**config.mk**
```make
export PLATFORM = sky130hd
export DESIGN_NAME = fp_mul_pipe
export DESIGN_NICKNAME = d
export VERILOG_FILES = /design/src/rtl/fp_mul_pipe.sv
export SDC_FILE = /design/constraint.sdc
export NUM_CORES = 2
export LEC_CHECK = 0
export BUFFER_PORTS_ARGS = -buffer_cell sky130_fd_sc_hd__buf_4
export CAP_MARGIN = 20
export CORE_ASPECT_RATIO = 0.7
export CORE_MARGIN = 2
export CORE_UTILIZATION = 50
export CTS_CLUSTER_DIAMETER = 80
export DETAILED_ROUTE_END_ITERATION = 10
export HOLD_SLACK_MARGIN = 0.12
export PLACE_DENSITY = 0.73
export SYNTH_ARGS = -nofsm -noshare
export SYNTH_HDL_FRONTEND = slang
export SYNTH_SLANG_ARGS = --single-unit
```
**constraint.sdc**
```tcl
create_clock -name clk -period 7.33 [get_ports clk]
set_input_delay 1.466 -clock clk [delete_from_list [all_inputs] [get_ports clk]]
set_output_delay 1.466 -clock clk [all_outputs]
set_load 0.03 [all_outputs]
```
**src/rtl/fp_mul_pipe.sv**
```systemverilog
// fp_mul_pipe: pipelined IEEE-754 single-precision multiplier with valid/ready handshake.
//
// The product is computed combinationally from a/b. It then travels with its tag through
// STAGES register stages, so latency is exactly STAGES cycles. All stages advance together
// whenever the output slot is empty or being consumed. Bubbles are kept in place and are
// not compressed.
//
// Ports:
//   clk, rst_n           clock, asynchronous active-low reset
//   in_valid / in_ready  input handshake; in_ready is combinational (= advance)
//   a, b, in_tag         operands and opaque sideband tag
//   out_valid/out_ready  output handshake
//   result, out_tag      product and the tag of that operation
//   flags                {NV,DZ,OF,UF,NX}; DZ is always 0
//
// Build option: define FP_MUL_PIPE_RNE_EN for round-to-nearest-even (overflow -> inf).
// Without it, results are truncated (overflow -> max finite).
// Subnormal inputs are treated as signed zero. Results that would be subnormal flush to zero.
// STAGES must be in the range 1..4.

module fp_mul_pipe #(
    parameter int unsigned STAGES = 3,
    parameter int unsigned TAG_W  = 5
) (
    input  logic             clk,
    input  logic             rst_n,
    input  logic             in_valid,
    output logic             in_ready,
    input  logic [31:0]      a,
    input  logic [31:0]      b,
    input  logic [TAG_W-1:0] in_tag,
    output logic             out_valid,
    input  logic             out_ready,
    output logic [31:0]      result,
    output logic [TAG_W-1:0] out_tag,
    output logic [4:0]       flags
);

    // Operand decode
    logic        sgn;
    logic [7:0]  exp_a, exp_b;
    logic [22:0] frac_a, frac_b;
    logic        zero_a, zero_b, inf_a, inf_b, nan_a, nan_b, snan_a, snan_b;

    assign sgn    = a[31] ^ b[31];
    assign exp_a  = a[30:23];
    assign exp_b  = b[30:23];
    assign frac_a = a[22:0];
    assign frac_b = b[22:0];
    // A zero exponent covers both true zero and subnormals.
    assign zero_a = (exp_a == 8'h00);
    assign zero_b = (exp_b == 8'h00);
    assign inf_a  = (exp_a == 8'hFF) && (frac_a == 23'h0);
    assign inf_b  = (exp_b == 8'hFF) && (frac_b == 23'h0);
    assign nan_a  = (exp_a == 8'hFF) && (frac_a != 23'h0);
    assign nan_b  = (exp_b == 8'hFF) && (frac_b != 23'h0);
    assign snan_a = nan_a && !frac_a[22];
    assign snan_b = nan_b && !frac_b[22];

    // Mantissa product and exponent sum
    logic        [47:0] prod;
    logic signed [9:0]  exp_raw;

    assign prod    = {24'h0, 1'b1, frac_a} * {24'h0, 1'b1, frac_b};
    assign exp_raw = $signed({2'b00, exp_a}) + $signed({2'b00, exp_b}) - 10'sd127;

    logic signed [9:0]  exp_n, exp_f;
    logic        [22:0] frac, frac_f;
    logic               grd, sticky;
    logic        [31:0] ovf_res;
    logic        [31:0] res_c;
    logic        [4:0]  flg_c;
`ifdef FP_MUL_PIPE_RNE_EN
    logic               inc;
    logic        [24:0] rnd;
`endif

    always_comb begin
        exp_n   = exp_raw;
        frac    = prod[45:23];
        grd     = prod[22];
        sticky  = |prod[21:0];
        res_c   = 32'h0;
        flg_c   = 5'h0;
        // Product in [2,4): shift right by one and bump the exponent.
        if (prod[47]) begin
            exp_n  = exp_raw + 10'sd1;
            frac   = prod[46:24];
            grd    = prod[23];
            sticky = |prod[22:0];
        end
`ifdef FP_MUL_PIPE_RNE_EN
        inc = grd && (sticky || frac[0]);
        rnd = {2'b01, frac} + {24'h0, inc};
        // Rounding carried past the hidden bit: renormalise.
        if (rnd[24]) begin
            exp_f  = exp_n + 10'sd1;
            frac_f = rnd[23:1];
        end else begin
            exp_f  = exp_n;
            frac_f = rnd[22:0];
        end
        ovf_res = {sgn, 8'hFF, 23'h0};
`else
        exp_f   = exp_n;
        frac_f  = frac;
        ovf_res = {sgn, 31'h7F7FFFFF};
`endif
        if (nan_a || nan_b) begin
            res_c    = 32'h7FC00000;
            flg_c[4] = snan_a || snan_b;
        end else if ((inf_a && zero_b) || (zero_a && inf_b)) begin
            res_c = 32'h7FC00000;
            flg_c = 5'b10000;
        end else if (zero_a || zero_b) begin
            res_c = {sgn, 31'h0};
        end else if (inf_a || inf_b) begin
            res_c = {sgn, 8'hFF, 23'h0};
        end else if (exp_f >= 10'sd255) begin
            res_c = ovf_res;
            flg_c = 5'b00101;
        end else if (exp_f <= 10'sd0) begin
            res_c = {sgn, 31'h0};
            flg_c = 5'b00011;
        end else begin
            res_c = {sgn, exp_f[7:0], frac_f};
            flg_c = {4'b0000, grd | sticky};
        end
    end

    // Pipeline
    logic                           adv;
    logic [STAGES-1:0]              vld_q;
    logic [STAGES-1:0][31:0]        res_q;
    logic [STAGES-1:0][4:0]         flg_q;
    logic [STAGES-1:0][TAG_W-1:0]   tag_q;

    assign adv      = !out_valid || out_ready;
    assign in_ready = adv;

    always_ff @(posedge clk or negedge rst_n) begin
        if (!rst_n) begin
            vld_q <= '0;
            res_q <= '0;
            flg_q <= '0;
            tag_q <= '0;
        end else if (adv) begin
            vld_q[0] <= in_valid;
            res_q[0] <= res_c;
            flg_q[0] <= flg_c;
            tag_q[0] <= in_tag;
            for (int i = 1; i < int'(STAGES); i++) begin
                vld_q[i] <= vld_q[i-1];
                res_q[i] <= res_q[i-1];
                flg_q[i] <= flg_q[i-1];
                tag_q[i] <= tag_q[i-1];
            end
        end
    end

    assign out_valid = vld_q[STAGES-1];
    assign result    = res_q[STAGES-1];
    assign flags     = flg_q[STAGES-1];
    assign out_tag   = tag_q[STAGES-1];

endmodule

```
==> key figures <==
Routing
  • Drt drc: 0
  • Vias per inst: 5.31
  • Total wire length: 72.1 mm
  • Vias: 20772
  • Pre-antenna DRT Iters: 5
  • Initial drt markers: 1521
  • Routed len/inst: 18.4 um
  • ANT nets after route: 0

Yosys
  • Dominant cells by area after synthesis: fa_1 38%, dfrtp_1 13%, ha_1 9.4%
  • Ys Warns: 0
  • Post-synthesis mux area share: 0.00947
  • Post-Syn Area: 0.0252 sq mm
  • Synth Area in Compound Gates: 0.0614
  • Top-count cell post-synth: nand2_1
  • Sequential area share after synthesis: 0.125
  • EDFF count, synth: 0
  • Post-synthesis adder-cell area fraction: 0.477
  • Distinct cells, synth: 73
  • Post-Synth XOR/XNOR Area: 0.0190
  • Post-Syn Instances: 2903
  • Syn_nets: 3648
  • Synth top area share: 0.383
  • Simple-gate share of the synthesized area: 0.188
  • Post-synth top area cell: fa_1
  • #FFs+latches synth: 126
  • Most instantiated cells after synthesis: 629 x nand2_1, 577 x inv_1, 483 x fa_1
  • Top FF cell, synth: dfrtp_1
  • Async S/R FF share, synth: 1.00
  • Largest family of logic cells by synthesized area: adder cells
  • Syn avg cell area: 8.69 sq um

Run status
  • Violated checks: setup timing
  • Status: complete, but fails checks

Global routing
  • GR Overflow Total: 0
  • Tot GR Track Use: 0.289
  • Initial antenna violation count: 1
  • Vias in the first global route: 22593
  • Pin count of the biggest net entering global routing: 102
  • First-pass GRT wire length: 118 mm

STA
  • Final period util: 1.12
  • Slew headroom: 0.360
  • Hold slack: 0.450 ns
  • Final worst slack: -0.856 ns
  • Hold Vio Cnt, Final: 0
  • Pins Over Slew Limit: 0
  • RSZ-0062 raised after global routing: true
  • TNS Setup: -26.55 ns
  • Tmin final: 8.19 ns
  • Slew @ Worst Pin: 0.960 ns
  • Fmax: 0.122 GHz
  • Final setup fails: 34
  • Setup Skew: 0.0198 ns

Setup path
  • Most used cell, CP: fa_1
  • Worst path arrival time: 8.54 ns
  • Crit Path Class: input port to register
  • Worst path slowest cell: fa_1
  • Crit path max fanout: 11
  • CP Launch Type: input port
  • CP Capture Type: register
  • Critical Path RT: 7.69 ns
  • Buf+Inv Stages, Crit Path: 6
  • Worst path top cell family by delay: adder cells
  • Max stage delay on crit path: 0.54 ns

Final layout
  • NumNets Final: 3984
  • P&R area growth vs syn: 21.2%
  • Post-Layout Inst Area: 0.0306 sq mm
  • Layout Cells excl Fill: 3910
  • Share of post-route cells with drive strength above 1: 0.192
  • Diodes inserted: 0

CTS
  • Total clock sinks: 126
  • TritonCTS clock tree: done
  • Clock buffer depth: 3
  • Worst-path clk slew: 0.06 ns
  • Hold Buf Count CTS: 0
  • Worst-Skew Late Latency: 0.46 ns
  • Clock root cell: clkbuf_16
  • CTS Buf Count: 25
  • H-tree levels: 4

Worst hold path
  • Hold WC Path Type: register to register

Job
  • MaxCap Viol Count: 0

Floorplanning
  • Placeable Area: 0.0495 sq mm
  • Die Area: 0.0523 sq mm
  • Die height: 192 um
  • Ports: 117
  • Cell Rows: 68
  • Die X: 272 um
  • Initial core utilization: 0.509

Placed design
  • Placed cell area: 0.0291 sq mm
  • DP Wirelength: 60.7 mm
  • Input/output buffers: 115
  • Routability cong.: 0.981
  • DP Cell Count: 3861
worst register-to-register path, stage by stage, from the launching register on:
cell	delay, ns
dfrtp_1	0.38
nor2b_4	0.22
a221oi_1	0.30
nor3b_1	0.26
buf_4	0.23
nand2b_1	0.26
or3_4	0.56
o211ai_1	0.14
cell type report:
| class | instances | area (sq um) |
|---|---|---|
| clock inverter | 3 | 40.0 |
| clock buffer | 30 | 674 |
| inverter | 580 | 2190 |
| timing repair buffer | 483 | 4200 |
| tap | 665 | 832 |
| fill | 4166 | 19000 |
| sequential | 126 | 3150 |
| multi-input combinational | 2023 | 19500 |
worst paths after layout:
kind | from | endpoint | slack (ns) | cells after the start
worst max-delay path | a[21] | res_q[0]$_DFFE_PN0P_ | -0.86 | 25
worst min-delay path | res_q[27]$_DFFE_PN0P_ | res_q[59]$_DFFE_PN0P_ | 0.45 | 2
worst max register to register | vld_q[2]$_DFFE_PN0P_ | res_q[0]$_DFFE_PN0P_ | 4.89 | 7
worst min register to register | res_q[27]$_DFFE_PN0P_ | res_q[59]$_DFFE_PN0P_ | 0.45 | 2
max in group asynchronous | rst_n | res_q[27]$_DFFE_PN0P_ | 4.88 | 2
min in group asynchronous | rst_n | out_tag[0]$_DFFE_PN0P_ | 1.08 | 1
layout by cell type (no fill, tap or decap), types with 16 or more instances in the layout:
master	instances
buf_6	20
inv_1	566
a21oi_1	50
nand2_1	626
clkbuf_16	26
mux2i_1	19
nor2_1	81
nand4_1	18
and2_1	210
nor3_1	16
fa_1	470
xor2_1	22
buf_4	421
o21ai_0	40
ha_1	176
buf_12	30
dfrtp_1	126
xnor2_1	30
state kept, by name, summed over array words and instances (netlist names):
name and flops:
res_q 64, result 32, tag_q 10, flg_q 8, out_tag 5, flags 4, vld_q 3
through the flow:
stage,worst slack [ns],util
3_5_place_dp,-1.72,0.587
5_1_grt,-1.04,0.617
4_1_cts,-0.755,0.614
6_report,-0.856,0.617
2_1_floorplan,-0.946,-
3_3_place_gp,-1.61,0.587
cell families after synthesis:
family,after synthesis
and+or+nand+nor,1047
buffers and inverters,755
adders and majority gates,672
AOI/OAI and AO/OA,225
DFF,126
xor gates and xnor gates,54
muxes,23
other,1
timing repair:
item / CTS / global route
gates cloned: 1 / 1
setup endpoints to repair: 34 / 34
resized for setup: 110 / 31
buffers inserted: 13 / 1
pin swaps: 52 / 13
metal layers:
metal,GRT usage,vias to the layer above,routed length (um)
met1,0.392,10430,30700
met5,0,-,0
met4,0.0845,0,2460
li1,-,9376,-
met2,0.461,816,32500
met3,0.0731,150,6420
Power is not shown: default switching activity piles up to over one toggle a cycle in this logic, so the estimate is an artifact.
